**src/rtl/tone_pkg.sv**
```systemverilog
// Shared constants and helpers for the tone tuner control path.
package tone_pkg;

  localparam int unsigned CLK_FREQUENCY   = 12_000_000;
  localparam int unsigned PHASE_BITS      = 20;
  localparam int unsigned DPHASE_INIT     = 87;
  localparam int unsigned DPHASE_MIN      = 1;
  localparam int unsigned DPHASE_MAX      = 262144;
  localparam int unsigned DEBOUNCE_CYCLES = CLK_FREQUENCY / 100;

  typedef enum logic [1:0] {
    StepNone = 2'd0,
    StepDown = 2'd1,
    StepUp   = 2'd2
  } step_e;

  // Simultaneous up and down presses cancel out.
  function automatic step_e step_dir(input logic up, input logic down);
    step_e dir;
    case ({up, down})
      2'b10:   dir = StepUp;
      2'b01:   dir = StepDown;
      default: dir = StepNone;
    endcase
    return dir;
  endfunction

endpackage

```
**src/rtl/tone_tuner_if.sv**
```systemverilog
// Button inputs and tone outputs of the tuner.
interface tone_tuner_if #(
  parameter int unsigned PHASE_BITS = tone_pkg::PHASE_BITS
);
  logic [1:0]            btn;
  logic [PHASE_BITS-1:0] phase;
  logic [PHASE_BITS-1:0] dphase;
  logic                  at_max;
  logic                  at_min;

  // master: the tuner; slave: the board / triangle generator side.
  modport master (
    input  btn,
    output phase,
    output dphase,
    output at_max,
    output at_min
  );

  modport slave (
    output btn,
    input  phase,
    input  dphase,
    input  at_max,
    input  at_min
  );
endinterface

```
**src/rtl/button_debounce.sv**
```systemverilog
// Two-flop synchroniser, stability counter and registered press pulse for one button.
module button_debounce #(
  parameter int unsigned DEBOUNCE_CYCLES = 4
) (
  input  logic clk,
  input  logic rst,
  input  logic btn,
  output logic press
);

  localparam int unsigned CntW = (DEBOUNCE_CYCLES > 1) ? $clog2(DEBOUNCE_CYCLES) : 1;

  logic            sync1_q, sync2_q;
  logic            stable_q, stable_d;
  logic            stable_dly_q;
  logic            press_q;
  logic [CntW-1:0] cnt_q, cnt_d;

  // Counter only runs while the synchronised level disagrees with the accepted one.
  always_comb begin
    cnt_d    = '0;
    stable_d = stable_q;
    if (sync2_q != stable_q) begin
      if (cnt_q == CntW'(DEBOUNCE_CYCLES - 1)) begin
        stable_d = ~stable_q;
      end else begin
        cnt_d = cnt_q + 1'b1;
      end
    end
  end

  always_ff @(posedge clk) begin
    if (rst) begin
      sync1_q      <= 1'b0;
      sync2_q      <= 1'b0;
      cnt_q        <= '0;
      stable_q     <= 1'b0;
      stable_dly_q <= 1'b0;
      press_q      <= 1'b0;
    end else begin
      sync1_q      <= btn;
      sync2_q      <= sync1_q;
      cnt_q        <= cnt_d;
      stable_q     <= stable_d;
      stable_dly_q <= stable_q;
      press_q      <= stable_q & ~stable_dly_q;
    end
  end

  assign press = press_q;

endmodule

```
**src/rtl/tone_tuner.sv**
```systemverilog
// Octave-stepping tuning word with saturation, plus the phase accumulator it drives.
module tone_tuner
  import tone_pkg::*;
#(
  parameter int unsigned PHASE_BITS      = tone_pkg::PHASE_BITS,
  parameter int unsigned DPHASE_INIT     = tone_pkg::DPHASE_INIT,
  parameter int unsigned DPHASE_MIN      = tone_pkg::DPHASE_MIN,
  parameter int unsigned DPHASE_MAX      = tone_pkg::DPHASE_MAX,
  parameter int unsigned DEBOUNCE_CYCLES = tone_pkg::DEBOUNCE_CYCLES
) (
  input  logic  clk,
  input  logic  rst,
  tone_tuner_if.master bus
);

  logic                  up_press, down_press;
  logic [PHASE_BITS-1:0] dphase_q, dphase_d;
  logic [PHASE_BITS-1:0] phase_q;
  logic [PHASE_BITS:0]   dbl;
  logic [PHASE_BITS-1:0] half;

  button_debounce #(
    .DEBOUNCE_CYCLES (DEBOUNCE_CYCLES)
  ) u_debounce_up (
    .clk   (clk),
    .rst   (rst),
    .btn   (bus.btn[1]),
    .press (up_press)
  );

  button_debounce #(
    .DEBOUNCE_CYCLES (DEBOUNCE_CYCLES)
  ) u_debounce_down (
    .clk   (clk),
    .rst   (rst),
    .btn   (bus.btn[0]),
    .press (down_press)
  );

  // One extra bit so the doubling can never wrap before the limit check.
  assign dbl  = {dphase_q, 1'b0};
  assign half = dphase_q >> 1;

  always_comb begin
    dphase_d = dphase_q;
    case (step_dir(up_press, down_press))
      StepUp: begin
        if (dbl > (PHASE_BITS + 1)'(DPHASE_MAX)) begin
          dphase_d = PHASE_BITS'(DPHASE_MAX);
        end else begin
          dphase_d = dbl[PHASE_BITS-1:0];
        end
      end
      StepDown: begin
        if (half < PHASE_BITS'(DPHASE_MIN)) begin
          dphase_d = PHASE_BITS'(DPHASE_MIN);
        end else begin
          dphase_d = half;
        end
      end
      default: dphase_d = dphase_q;
    endcase
  end

  always_ff @(posedge clk) begin
    if (rst) begin
      dphase_q <= PHASE_BITS'(DPHASE_INIT);
      phase_q  <= '0;
    end else begin
      dphase_q <= dphase_d;
      phase_q  <= phase_q + dphase_q;
    end
  end

  assign bus.phase  = phase_q;
  assign bus.dphase = dphase_q;
  assign bus.at_max = (dphase_q == PHASE_BITS'(DPHASE_MAX));
  assign bus.at_min = (dphase_q == PHASE_BITS'(DPHASE_MIN));

endmodule
```
**src/flat_wrapper.sv**
```systemverilog
// flat-port wrapper written by rule: the top's interface ports become plain ports
module tone_tuner_flat import tone_pkg::*;
#(
  parameter int unsigned PHASE_BITS      = tone_pkg::PHASE_BITS,
  parameter int unsigned DPHASE_INIT     = tone_pkg::DPHASE_INIT,
  parameter int unsigned DPHASE_MIN      = tone_pkg::DPHASE_MIN,
  parameter int unsigned DPHASE_MAX      = tone_pkg::DPHASE_MAX,
  parameter int unsigned DEBOUNCE_CYCLES = tone_pkg::DEBOUNCE_CYCLES
)
  (clk, rst, bus_btn, bus_phase, bus_dphase, bus_at_max, bus_at_min);
  tone_tuner_if #(.PHASE_BITS(PHASE_BITS)) bus_i ();
  input  logic clk;
  input  logic rst;
  input wire logic [$bits(bus_i.btn)-1:0] bus_btn;
  output wire logic [$bits(bus_i.phase)-1:0] bus_phase;
  output wire logic [$bits(bus_i.dphase)-1:0] bus_dphase;
  output wire logic [$bits(bus_i.at_max)-1:0] bus_at_max;
  output wire logic [$bits(bus_i.at_min)-1:0] bus_at_min;
  assign bus_i.btn = bus_btn;
  assign bus_phase = bus_i.phase;
  assign bus_dphase = bus_i.dphase;
  assign bus_at_max = bus_i.at_max;
  assign bus_at_min = bus_i.at_min;
  tone_tuner #(.PHASE_BITS(PHASE_BITS), .DPHASE_INIT(DPHASE_INIT), .DPHASE_MIN(DPHASE_MIN), .DPHASE_MAX(DPHASE_MAX), .DEBOUNCE_CYCLES(DEBOUNCE_CYCLES)) u_core (.clk(clk), .rst(rst), .bus(bus_i));
endmodule
```
**config.mk**
```make
export PLATFORM = sky130hd
export DESIGN_NAME = tone_tuner_flat
export DESIGN_NICKNAME = d
export VERILOG_FILES = /design/src/rtl/tone_pkg.sv /design/src/rtl/tone_tuner_if.sv /design/src/rtl/button_debounce.sv /design/src/rtl/tone_tuner.sv /design/src/flat_wrapper.sv
export SDC_FILE = /design/constraint.sdc
export NUM_CORES = 1
export LEC_CHECK = 0
export CAP_MARGIN = 10
export CORE_MARGIN = 2
export CORE_UTILIZATION = 50
export CTS_BUF_LIST = sky130_fd_sc_hd__clkbuf_16
export DETAILED_ROUTE_END_ITERATION = 7
export GPL_TIMING_DRIVEN = 0
export HOLD_SLACK_MARGIN = 0.1
export PLACE_DENSITY = 0.72
export SLEW_MARGIN = 20
export SYNTH_ARGS = -nofsm -noshare
export SYNTH_HDL_FRONTEND = slang
export SYNTH_HIERARCHICAL = 1
export SYNTH_SLANG_ARGS = --single-unit
```
**constraint.sdc**
```tcl
create_clock -name clk -period 3.9 [get_ports clk]
set_input_delay 0.78 -clock clk [delete_from_list [all_inputs] [get_ports clk]]
set_output_delay 0.78 -clock clk [all_outputs]
set_load 0.01 [all_outputs]
```
After elaboration in Yosys (flattened, before gate mapping)
Index checks and enable logic that the tools add are counted.
Word-level totals
  bits of input ports: 4
  output and inout bits: 42
  register bits: 84
Cells by class
  add/subtract/negate cells: 3
  order comparisons: 2
  multiplexer cells: 4
  equality and inequality tests: 10
  bitwise operators: 8
  reductions and logical operators: 5
Operator list (count)
  case mux 20 bit (2 select lines): 1
  adder 17 x 1 -> 17 bit (second input constant): 2
  == test 17 bit (second input constant): 2
  > comparator 21 x 19 -> 1 bit (second input constant): 1
  adder 20 bit: 1
  == test 20 x 1 -> 1 bit (second input constant): 1
  == test 20 x 19 -> 1 bit (second input constant): 1
  2-to-1 mux 20 bit: 1
  < comparator 19 x 1 -> 1 bit (second input constant): 1
  2-to-1 mux 19 bit: 1
  NOT 1 bit: 6
  OR reduction 3 bit: 2
  == test 2 x 1 -> 1 bit (second input constant): 2
  == test 2 bit (second input constant): 2
  case mux 2 bit (2 select lines): 1
  AND reduction 2 bit: 2
  bitwise AND 1 bit: 2
  inequality test 1 bit: 2
  nonzero test 2 bit: 1

Logic depth before layout (Yosys ltp)
  depth in word-level cells: 4
  depth in mapped cells: 8
  mapped depth without buffers: 8

Modules after synthesis
The synthesis kept the hierarchy.
Modules (own cells, without submodules)
  tone_tuner: cells an instance 292, sequential area each 800.8 um2, instances 1, area an instance 2384.8 um2
  button_debounce: cells an instance 101, sequential area each 440.4 um2, instances 2, area an instance 935.9 um2

Least setup slack after synthesis
Ideal clock, no wire load.
  kind: register to register
  start point: register u_core.dphase_q[0], in the netlist u_core/bus.dphase[0]
  end point: register u_core.phase_q[18], in the netlist u_core/bus.phase[18]
  buffers on the path: 0
  period minus slack after synthesis: 2.467 ns
  library setup time: 0.123 ns
  setup slack: 1.433 ns
  arrival: 2.344 ns
  cell stages (with the launch flop): 9
  cell sequence: dfxtp_1 > ha_1 > fa_1 > a211oi_2 > o211ai_1 > a221oi_4 > o31ai_2 > a311oi_2 > mux2_1
On the way
  cells in the longest elaborated chain, start to end: 1
Ends and longest elaborated chain
  start: declaration: line tone_tuner.sv:17  | logic [PHASE_BITS-1:0] dphase_q, dphase_d;
  start signal: assignment: line tone_tuner.sv:67  | dphase_q <= PHASE_BITS'(DPHASE_INIT);
  start signal: assignment: line tone_tuner.sv:70  | dphase_q <= dphase_d;
  adder 20 bit: line tone_tuner.sv:71  | phase_q <= phase_q + dphase_q;
  end signal: assignment: line tone_tuner.sv:71
  end: declaration: line tone_tuner.sv:18  | logic [PHASE_BITS-1:0] phase_q;
Every way passes these cells.
A chain may end at the register's enable or synchronous reset.

Worst setup path in the final report
  start point: register u_core.dphase_q[4], in the netlist u_core/bus.dphase[4]
  end point: output bus_at_max
On the way
  cells in the longest elaborated chain, start to end: 1
Ends and longest elaborated chain
  == test 20 x 19 -> 1 bit: line tone_tuner.sv:77  | assign bus.at_max = (dphase_q == PHASE_BITS'(DPHASE_MAX));
  end: declaration: line flat_wrapper.sv:17  | output wire logic [$bits(bus_i.at_max)-1:0] bus_at_max;
Every way passes these cells.

==> metrics.csv <==
metric,value,unit
ys async rst share,0,%
syn_nets,521,
initial antenna violation count,0,
"count leader, synth",dfxtp_1,
Leak,1.882,nW
Synth Area in Adders,6.937,%
die width,96.27,µm
Critical Path Fanout Max,6,
Tot GR Track Use,21.98,%
die area,9267,µm²
clock power share,41.0,%
"Gates resized, CTS repair",0,
top cell type's share of synthesized area,39.51,%
Synth Cell Area,4257,µm²
synthesized flop and latch total,84,
peak supply drop,242.3,µV
Clock Sink Count,84,
Worst Hold Class,reg -> reg,
"top cells by area, synth","dfxtp_1, nor2_1, ha_1",
Synth Area in XOR/XNOR,8.436,%
Critical Path End Type,output pin,
first-pass GRT wire length,15920,µm
Post-Route WL,9560,µm
DRC Markers,0,
RePlAce Congestion,0.8914,
drt first pass iters,5,
antenna cells,0,
WP data arrival,2.13,ns
fmax,343.4,MHz
fraction of power spent switching nets,25.34,%
clk slew on worst S/H paths,0.07,ns
H-Tree Level Count,3,
WL/cell,14.48,µm
"top cells by count, synth","dfxtp_1, nor2_1, a21oi_1",
Final min period,2.912,ns
max-slew violations,0,
RSZ-0062 raised after global routing,false,
largest net degree at the start of global routing,15,
Final Skew,0.01056,ns
Worst-Skew Late Latency,0.33,ns
total number of vias,3660,
vias in the first global route,3472,
Root Driver,clkbuf_16,
Starting Density,51.80,%
Compound-Gate Fraction of Synth Area,15.52,%
num rows,33,
pre-CTS setup slack,1.006,ns
port buffer count,45,
Worst Tran Pin Value,0.5413,ns
sequential area share after synthesis,39.51,%
"Hold-fix buffers, CTS",0,
CTS Buffer Depth,2,
Gate Count Post-Synth,494,
overall power,2.040,mW
Yosys top cell by area,dfxtp_1,
status,finished clean,
critical path class,reg -> out,
Post-synth EDFFs,0,
post-route setup TNS,0,ns
fin nets,577,
Post-Synth Simple-Gate Area,25.16,%
CTS Buf Count,9,
cell internal pwr,1.523,mW
Final Setup Violations,0,
Die Span Y,96.27,µm
mux contribution to synthesized area,0.7643,%
dominant synthesized flop cell,dfxtp_1,
Final Hold Viols,0,
Routed Antenna Nets,0,
layout cell share with drive strength beyond 1,5.225,%
"Worst Setup Slack, final",0.9876,ns
hpwl dp,6994,µm
TritonCTS clock tree,yes,
initial detailed-routing violation count,184,
P per Cell Area,397.6,nW/µm²
period utilisation layout,74.68,%
synth unique cells,52,
global route total overflow,0,
maxcap violations,0,
core area,8217,µm²
Placed Area,4838,µm²
switching power,517.0,µW
largest family of logic cells by synthesized area,simple AND/OR/NAND/NOR gates,
"Avg Cell Area, Syn",8.617,µm²
area grow syn2layout,20.55,%
Setup crit start kind,flop,
Post-CTS Setup Bufs,0,
sequential power share,44.8,%
slew margin rel.,63.91,%
warnings from Yosys,6,
drt via density,5.545,
final instance area,5131,µm²
Required @ worst endpoint,3.12,ns
IO Pins,46,
Comb power frac,14.2,%
registers in the layout (all words and copies together) (netlist names), 17 cells and up:
register                      flops
u_core/u_debounce_down/cnt_q     17
u_core/u_debounce_up/cnt_q       17
u_core/bus.dphase                20
u_core/bus.phase                 20
power by group through the flow:
| stage | registers, mW | clock network (mW) | logic (mW) |
|---|---|---|---|
| 2_1_floorplan | 0.943 | 0 | 0.172 |
| 3_3_place_gp | 0.934 | 0 | 0.280 |
| 3_5_place_dp | 0.934 | 0 | 0.284 |
| 4_1_cts | 0.915 | 0.853 | 0.290 |
| 5_1_grt | 0.917 | 0.885 | 0.321 |
| 6_report | 0.915 | 0.836 | 0.290 |
through the flow:
step / hold slack [ns] / std cells / utilization, %
3_3_place_gp: 0.3732 / 644 / 58.89
2_1_floorplan: 0.3682 / 494 / -
3_5_place_dp: 0.3788 / 644 / 58.89
6_report: 0.3841 / 660 / 62.45
4_1_cts: 0.3873 / 660 / 62.45
5_1_grt: 0.4073 / 660 / 62.45
area by class of cell:
| class | instances | area, µm² |
|---|---|---|
| repair buffers | 45 | 450.4 |
| clock inverters | 7 | 67.56 |
| flip-flops and latches | 84 | 1682 |
| plain buffers | 20 | 103.9 |
| well taps | 105 | 131.4 |
| fillers | 714 | 3085 |
| clock buffers | 9 | 225.2 |
| multi-input cells | 376 | 2419 |
| inverters | 14 | 52.55 |
logic make-up after synthesis:
logic type,count (synthesis)
AO/OA/AOI/OAI,99
adder cells (fa/ha/maj),23
AND/OR/NAND/NOR,210
buffers and inverters,34
XOR/XNOR,41
multiplexers,3
flip-flops,84
layout by cell type (no fill, tap or decap), types with 12 or more instances in the layout:
cell             instances
nand3_1                 12
a21oi_1                 37
o2bb2ai_1               13
clkdlybuf4s50_1         45
o21ai_0                 15
nor2_1                  79
nand4_1                 20
nand2_1                 35
xor2_1                  29
ha_1                    22
inv_1                   16
xnor2_1                 12
dfxtp_1                 84
path summary, 6_finish.rpt:
| path | startpoint | to | slack [ns] | cells after the start |
|---|---|---|---|---|
| setup reg to reg | u_core/bus.dphase[0]$_SDFFE_PP1P_ | u_core/bus.phase[18]$_SDFF_PP0_ | 1.16 | 8 |
| hold reg to reg | u_core/u_debounce_down/stable_dly_q$_SDFF_PP0_ | u_core/u_debounce_down/press$_SDFF_PP0_ | 0.38 | 1 |
| hold / removal | u_core/u_debounce_down/stable_dly_q$_SDFF_PP0_ | u_core/u_debounce_down/press$_SDFF_PP0_ | 0.38 | 1 |
| setup / recovery | u_core/bus.dphase[4]$_SDFFE_PP1P_ | bus_at_max | 0.99 | 4 |
critical path, cell delays in order, from the launching register on:
cell and delay [ns]:
dfxtp_1 0.38, nor4_1 0.39, nand4_1 0.25, nor3_1 0.22, clkdlybuf4s50_1 0.56
metal layers:
| metal | global-route usage, % | routed length [µm] |
|---|---|---|
| met2 | 39.76 | 4774 |
| met4 | 7.024 | 127 |
| met1 | 26.49 | 4362 |
| met5 | 0 | 0 |
| met3 | 3.367 | 295 |
(Power assumes the default switching activity.)
